### config.mk
export PLATFORM = sky130hd
export DESIGN_NAME = cmsdk_irq_gen
export DESIGN_NICKNAME = d
export VERILOG_FILES = /design/src/rtl/cmsdk_irq_gen.sv
export SDC_FILE = /design/constraint.sdc
export NUM_CORES = 1
export LEC_CHECK = 0
export BUFFER_PORTS_ARGS = -buffer_cell sky130_fd_sc_hd__buf_4
export CORE_UTILIZATION = 40
export CTS_CLUSTER_DIAMETER = 150
export DETAILED_ROUTE_END_ITERATION = 8
export PLACE_DENSITY = 0.62
export REMOVE_ABC_BUFFERS = 1
export SLEW_MARGIN = 20
export SYNTH_ARGS = -nofsm -noshare
export SYNTH_HDL_FRONTEND = slang
export SYNTH_SLANG_ARGS = --single-unit
export TNS_END_PERCENT = 5
### constraint.sdc
create_clock -name CLK -period 4 [get_ports CLK]
set_clock_uncertainty 0.2 [all_clocks]
set_input_delay 0.8 -clock CLK [delete_from_list [all_inputs] [get_ports CLK]]
set_output_delay 0.8 -clock CLK [all_outputs]
set_load 0.01 [all_outputs]
### src/rtl/cmsdk_irq_gen.sv
// cmsdk_irq_gen: turns CLK-domain event pulses into a registered, glitch-free
// IRQ level and completes a four-phase handshake with an asynchronous ACKIN.
// Events are counted so each one yields exactly one IRQ handshake.
module cmsdk_irq_gen #(
    parameter int MIN_HIGH = 4,   // minimum IRQOUT high time in CLK cycles, 2..15
    parameter int CNT_W    = 4    // width of the pending-event counter
) (
    input  logic             RSTn,
    input  logic             CLK,
    input  logic             EVENT,
    input  logic             ENABLE,
    input  logic             ACKIN,
    input  logic             CLR_OVF,
    output logic             IRQOUT,
    output logic [CNT_W-1:0] PENDCNT,
    output logic             OVERFLOW,
    output logic             BUSY
);

    typedef enum logic [1:0] {
        ST_IDLE    = 2'b00,
        ST_ASSERT  = 2'b01,
        ST_RELEASE = 2'b10
    } state_t;

    // Timer saturates here; it is 4 bits wide so it covers MIN_HIGH up to 15.
    localparam logic [3:0]       TMAX    = 4'(MIN_HIGH - 1);
    localparam logic [CNT_W-1:0] CNT_MAX = '1;

    state_t           state, state_nxt;
    logic [3:0]       timer, timer_nxt;
    logic             evt_prev;
    logic             evt_arm;
    logic             evt_rise;
    logic             ack_s1, ack_s2;
    logic             cnt_dec;
    logic             ovf_set;

    // Pending count update: increment/decrement with saturation at the top.
    // Simultaneous increment and decrement cancel out.
    function automatic logic [CNT_W-1:0] cnt_next(input logic [CNT_W-1:0] c,
                                                   input logic inc,
                                                   input logic dec);
        if (inc && !dec) begin
            return (c == CNT_MAX) ? c : c + CNT_W'(1);
        end else if (dec && !inc) begin
            return c - CNT_W'(1);
        end else begin
            return c;
        end
    endfunction

    // Overflow occurs when a new event finds the counter full and no slot frees up.
    function automatic logic ovf_detect(input logic [CNT_W-1:0] c,
                                        input logic inc,
                                        input logic dec);
        return inc && !dec && (c == CNT_MAX);
    endfunction

    // A level already high when reset releases is not an edge: evt_arm only
    // opens the detector once EVENT has been sampled low.
    assign evt_rise = EVENT & ~evt_prev & evt_arm;
    assign ovf_set  = ovf_detect(PENDCNT, evt_rise, cnt_dec);

    // Event edge detector registers.
    always_ff @(posedge CLK or negedge RSTn) begin
        if (!RSTn) begin
            evt_prev <= 1'b0;
            evt_arm  <= 1'b0;
        end else begin
            evt_prev <= EVENT;
            if (!EVENT) begin
                evt_arm <= 1'b1;
            end
        end
    end

    // Two-flop synchronizer for the acknowledge from the receiver domain.
    always_ff @(posedge CLK or negedge RSTn) begin
        if (!RSTn) begin
            ack_s1 <= 1'b0;
            ack_s2 <= 1'b0;
        end else begin
            ack_s1 <= ACKIN;
            ack_s2 <= ack_s1;
        end
    end

    // Handshake next-state logic, high-time timer and counter decrement.
    always_comb begin
        state_nxt = state;
        timer_nxt = timer;
        cnt_dec   = 1'b0;
        case (state)
            ST_IDLE: begin
                // A stale ack from the previous handshake must have dropped first.
                if (ENABLE && (PENDCNT != '0) && !ack_s2) begin
                    state_nxt = ST_ASSERT;
                    timer_nxt = 4'd0;
                end
            end
            ST_ASSERT: begin
                // Ack is only looked at once the minimum high time has elapsed.
                if (timer == TMAX) begin
                    if (ack_s2) begin
                        state_nxt = ST_RELEASE;
                        cnt_dec   = 1'b1;
                    end
                end else begin
                    timer_nxt = timer + 4'd1;
                end
            end
            ST_RELEASE: begin
                if (!ack_s2) begin
                    state_nxt = ST_IDLE;
                end
            end
            default: begin
                state_nxt = ST_IDLE;
            end
        endcase
    end

    // State, timer and the flop-driven IRQOUT / BUSY outputs.
    always_ff @(posedge CLK or negedge RSTn) begin
        if (!RSTn) begin
            state  <= ST_IDLE;
            timer  <= 4'd0;
            IRQOUT <= 1'b0;
            BUSY   <= 1'b0;
        end else begin
            state  <= state_nxt;
            timer  <= timer_nxt;
            IRQOUT <= (state_nxt == ST_ASSERT);
            BUSY   <= (state_nxt != ST_IDLE);
        end
    end

    // Pending-event counter.
    always_ff @(posedge CLK or negedge RSTn) begin
        if (!RSTn) begin
            PENDCNT <= '0;
        end else begin
            PENDCNT <= cnt_next(PENDCNT, evt_rise, cnt_dec);
        end
    end

    // Sticky overflow flag; a new overflow beats a simultaneous clear.
    always_ff @(posedge CLK or negedge RSTn) begin
        if (!RSTn) begin
            OVERFLOW <= 1'b0;
        end else if (ovf_set) begin
            OVERFLOW <= 1'b1;
        end else if (CLR_OVF) begin
            OVERFLOW <= 1'b0;
        end
    end

endmodule
# Word level (Yosys, flattened, before mapping)
# Cells that the tools add are included.
classes:
  add_sub_neg: 3
  n_eq_ne: 8
  mux: 16
  n_bitwise: 3
  n_reduce_logical: 16
ops:
  columns: ["op", "n"]
  rows:
  - ["$mux 4", 5]
  - ["$add 4x1->4 const B", 2]
  - ["$mux 2", 4]
  - ["$pmux 4 s2", 1]
  - ["$reduce_bool 2->1", 4]
  - ["$ne 2x2->1 const B", 3]
  - ["$pmux 2 s3", 1]
  - ["$logic_and 1x1->1", 5]
  - ["$mux 1", 5]
  - ["$eq 2x1->1 const B", 2]
  - ["$eq 4x2->1 const B", 1]
  - ["$eq 4x4->1 const B", 1]
  - ["$reduce_bool 4->1", 1]
  - ["$sub 4x1->4 const B", 1]
  - ["$logic_not 1->1", 3]
  - ["$reduce_and 3->1", 1]
  - ["$and 1x1->1", 2]
  - ["$eq 2x2->1 const B", 1]
  - ["$logic_not 2->1", 1]
  - ["$reduce_and 2->1", 1]
  - ["$not 1->1", 1]
totals:
  ff_bits: 17

# Logic depth before layout (Yosys ltp)
logic_depth:
  depth_word: 7
  depth_mapped: 8
  ltp_nobuf: 8

# Worst setup path before layout
# Ideal clock, no wire load.
synth_path:
  path_type: "input-to-reg"
  from: "input EVENT"
  to: "register PENDCNT[3]"
  arrival_ns: 2.111
  required_ns: 3.721
  path_slack_ns: 1.609
  path_stages: 7
  n_path_buf: 0
  cell_sequence: "and3b_1 o21ai_0 ha_1 a21o_1 a21oi_1 mux2i_1 xor2_1"
synth_via:
  elab_chain_len: 6
  word_cells_on_any_way: 9
synth_rtl:
  columns: ["item", "line_no", "source"]
  rows:
  - ["start: declaration", "10", "input logic EVENT,"]
  - ["$and 1x1->1 (*) (2 in series)", "62", "assign evt_rise = EVENT & ~evt_prev & evt_arm;"]
  - ["$logic_not 1->1", "46", "end else if (dec && !inc) begin"]
  - ["$logic_and 1x1->1", "46", null]
  - ["$reduce_bool 2->1 (no line)", null, null]
  - ["$reduce_and 2->1 (no line)", null, null]
  - ["end signal: assignment", "144", "PENDCNT <= cnt_next(PENDCNT, evt_rise, cnt_dec);"]
  - ["end: declaration", "15", "output logic [CNT_W-1:0] PENDCNT,"]
# Every way passes the cells marked *; elsewhere a longest branch is shown, timed or not.
# A chain may end at the register's enable or synchronous reset.

# Worst setup path in the final report
layout_path:
  from: "register timer[1]"
  to: "register PENDCNT[3]"
layout_via:
  elab_chain_len: 7
  word_cells_on_any_way: 10
layout_rtl:
  columns: ["item", "line_no", "source"]
  rows:
  - ["start: declaration", "31", "logic [3:0] timer, timer_nxt;"]
  - ["start signal: assignment", "133", "timer <= timer_nxt;"]
  - ["$eq 4x2->1 (*)", "104", "if (timer == TMAX) begin"]
  - ["$mux 1 (*)", "104", null]
  - ["$mux 1 (*)", "94", "case (state)"]
  - ["$logic_not 1->1", "44", "if (inc && !dec) begin"]
  - ["$logic_and 1x1->1", "44", null]
  - ["$ne 2x2->1 (no line) or $reduce_bool 2->1 (tied branches)", null, null]
  - ["$reduce_and 2->1 (no line)", null, null]
# Marks and branches as above.

==> impl_metrics.ini <==
[outcome]
outcome = finished, final reports clean

[cts]
clock-sinks = 17
cts_tree = yes
clk_path_buf_depth = 2
cts_setup_buffers = 0
clk_latency_ns = 0.28
clk_pin_slew_ns = 0.09
cts-root-buf = clkbuf_4
cts-resized-gates = 0
hold_buffers = 0
numCtsBuffers = 3
htree_levels = 1

[grt]
track_usage_pct = 14.0
gr-total-overflow = 0
antenna_found_initial = 0
grt_max_degree = 18
grt_first_pass_wirelength_um = 2100
grt_pass1_vias = 461

[route]
ant_nets = 0
routed_wl_um = 1280
drt_iter0_drc = 3
firstDrtPassIters = 4
drc = 0
routed_via_density = 5.14
num_vias = 540
wl_per_cell_um = 12.2

[logic_synthesis]
syn_area_um2 = 807
synth_top_area_cell = dfrtp_1
async_reset_ff_share_pct = 100
synth_top_area_share_pct = 52.7
synthTopCellsByArea = dfrtp_1 (53%), ha_1 (4.7%), mux2_2 (4.2%)
synth.most_common_cell = dfrtp_1
synth_ff_type = dfrtp_1
syn_area_per_cell_um2 = 12.2
synth_cell_types = 30
synthCells = 66
yosys_warnings = 0
ys_ff_latch = 17
synth_edf_count = 0
netlist_top_cells_count = dfrtp_1 (17), o21ai_0 (4)
seq_area_frac_synth_pct = 52.7

[pwr]
p_leak_nw = 0.421
ir_drop_v = 0.000340
power.density_nw_per_um2 = 675
power.internal_mw = 0.409
power_frac_comb_pct = 40.7
pwr-share-clk_pct = 13.9
seqPwrFrac_pct = 45.4
finalPower_mw = 0.633
p_switching_mw = 0.224
swShare_pct = 35.4

[timing]
setup_tns_ns = 0
rsz0062_at_grt = no
setup_viol = 0
maxSlewViolCount = 0
fin_crit_ns = 2.56
timing.slew.headroom_pct = 65.9
hold_violations = 0
tightestPinTransition_ns = 0.506
max_clock_freq_ghz = 0.390
fin_crit_sh_pct = 64.1

[layout]
n_antenna_cell = 0
syn2layout_area_growth_pct = 16.3
num-fill-cells = 177
drive_gt1_share_pct = 27.5
nNetsFinal = 91
multi_input_area_um2 = 354
seq_area_um2 = 425

[floorplanning]
initial_utilization_pct = 44.8
dieArea_um2 = 2200
io_pins = 13
core_area_um2 = 1800
die_width_um = 46.9
die_y_um = 46.9
rows = 15

[worst_setup_path]
critPathKind = reg -> reg
cp_max_fo = 4
arrival_ns = 2.57
cp-start-kind = register
cp.required_ns = 4.01
crit_path_end_kind = register

[place]
routabilityCongestion = 0.756
dp_hpwl_um = 933
io_buffers = 12

[hold_path]
min_path_type = in -> async

[job]
cap_violations = 0
cells by family (layout without fill, tap and decap cells):
| group | count (synthesis) | after routing | share of synthesized area [%] |
|---|---|---|---|
| DFF | 17 | 17 | 52.7 |
| and+or+nand+nor | 16 | 16 | 13.5 |
| AOI/OAI and AO/OA | 17 | 17 | 14.6 |
| muxes | 4 | 4 | 5.43 |
| xor gates and xnor gates | 3 | 3 | 3.26 |
| adders and majority gates | 4 | 4 | 7.13 |
| buffers and inverters | 5 | 19 | 3.41 |
power groups by stage:
stage	sequential, mW	combinational [mW]	clock, mW
2_1_floorplan	0.293	0.161	0
3_3_place_gp	0.289	0.257	0
3_5_place_dp	0.289	0.261	0
4_1_cts	0.287	0.261	0.0923
5_1_grt	0.298	0.289	0.0987
6_report	0.288	0.258	0.0878
final cells by class:
class,count,area share [%]
Clock buffer,4,2.80
Inverter,3,1.20
Tap cell,25,3.33
Timing Repair Buffer,12,9.60
Sequential cell,17,45.3
Multi-Input combinational cell,44,37.7
cells in the final DEF (no fill, tap or decap), types with 2 or more instances in the layout:
| cell | count |
|---|---|
| a31oi_1 | 3 |
| nand2_1 | 2 |
| ha_1 | 3 |
| clkbuf_4 | 3 |
| xor2_1 | 3 |
| o21ai_0 | 4 |
| buf_4 | 12 |
| nand4b_1 | 2 |
| a21oi_1 | 2 |
| a22o_1 | 2 |
| a22o_2 | 3 |
| mux2_2 | 3 |
| dfrtp_1 | 17 |
| or2_1 | 2 |
| inv_1 | 3 |
worst max-delay path: stages, from the launching register on:
cell	delay, ns
dfrtp_1	0.41
ha_1	0.23
nand4b_1	0.16
o21ai_0	0.46
ha_1	0.33
a21o_1	0.15
a21oi_1	0.16
mux2i_1	0.23
xor2_1	0.16
final timing paths:
| kind | to | cells after the start | slack [ns] | startpoint |
|---|---|---|---|---|
| min in group CLK | ack_s2$_DFF_PN0_ | 0 | 0.16 | ack_s1$_DFF_PN0_ |
| hold reg to reg | ack_s2$_DFF_PN0_ | 0 | 0.16 | ack_s1$_DFF_PN0_ |
| setup reg to reg | PENDCNT[3]$_DFFE_PN0P_ | 8 | 1.44 | timer[1]$_DFFE_PN0P_ |
| max in group asynchronous | ack_s1$_DFF_PN0_ | 1 | 3.26 | RSTn |
| hold / removal | PENDCNT[0]$_DFFE_PN0P_ | 1 | 0.16 | RSTn |
| setup / recovery | PENDCNT[3]$_DFFE_PN0P_ | 8 | 1.44 | timer[1]$_DFFE_PN0P_ |
state kept, by name, indices dropped and copies added, names as in the netlist:
| name | count |
|---|---|
| OVERFLOW | 1 |
| ack_s1 | 1 |
| timer | 4 |
| IRQOUT | 1 |
| state | 2 |
| ack_s2 | 1 |
| evt_prev | 1 |
| evt_arm | 1 |
| BUSY | 1 |
| PENDCNT | 4 |
stage by stage:
step | setup WS, ns | area [µm²] | hold slack (ns) | utilization (%) | cells
after CTS | 1.46 | 938 | 0.159 | 52.1 | 105
after global placement | 1.43 | 912 | 0.134 | 50.6 | 101
after detailed placement | 1.39 | 912 | 0.140 | 50.6 | 101
after global routing | 1.25 | 938 | 0.162 | 52.1 | 105
final | 1.44 | 938 | 0.157 | 52.1 | 105
after floorplan | 1.61 | 791 | 0.131 | - | 64
metal layers:
metal	global-route usage (%)	vias up	wire, µm
li1	-	270	-
met1	21.6	256	675
met2	18.1	12	521
met3	5.77	2	71
met4	3.43	0	13
met5	0	-	0
Note: power is estimated with default switching activity, not from simulation.
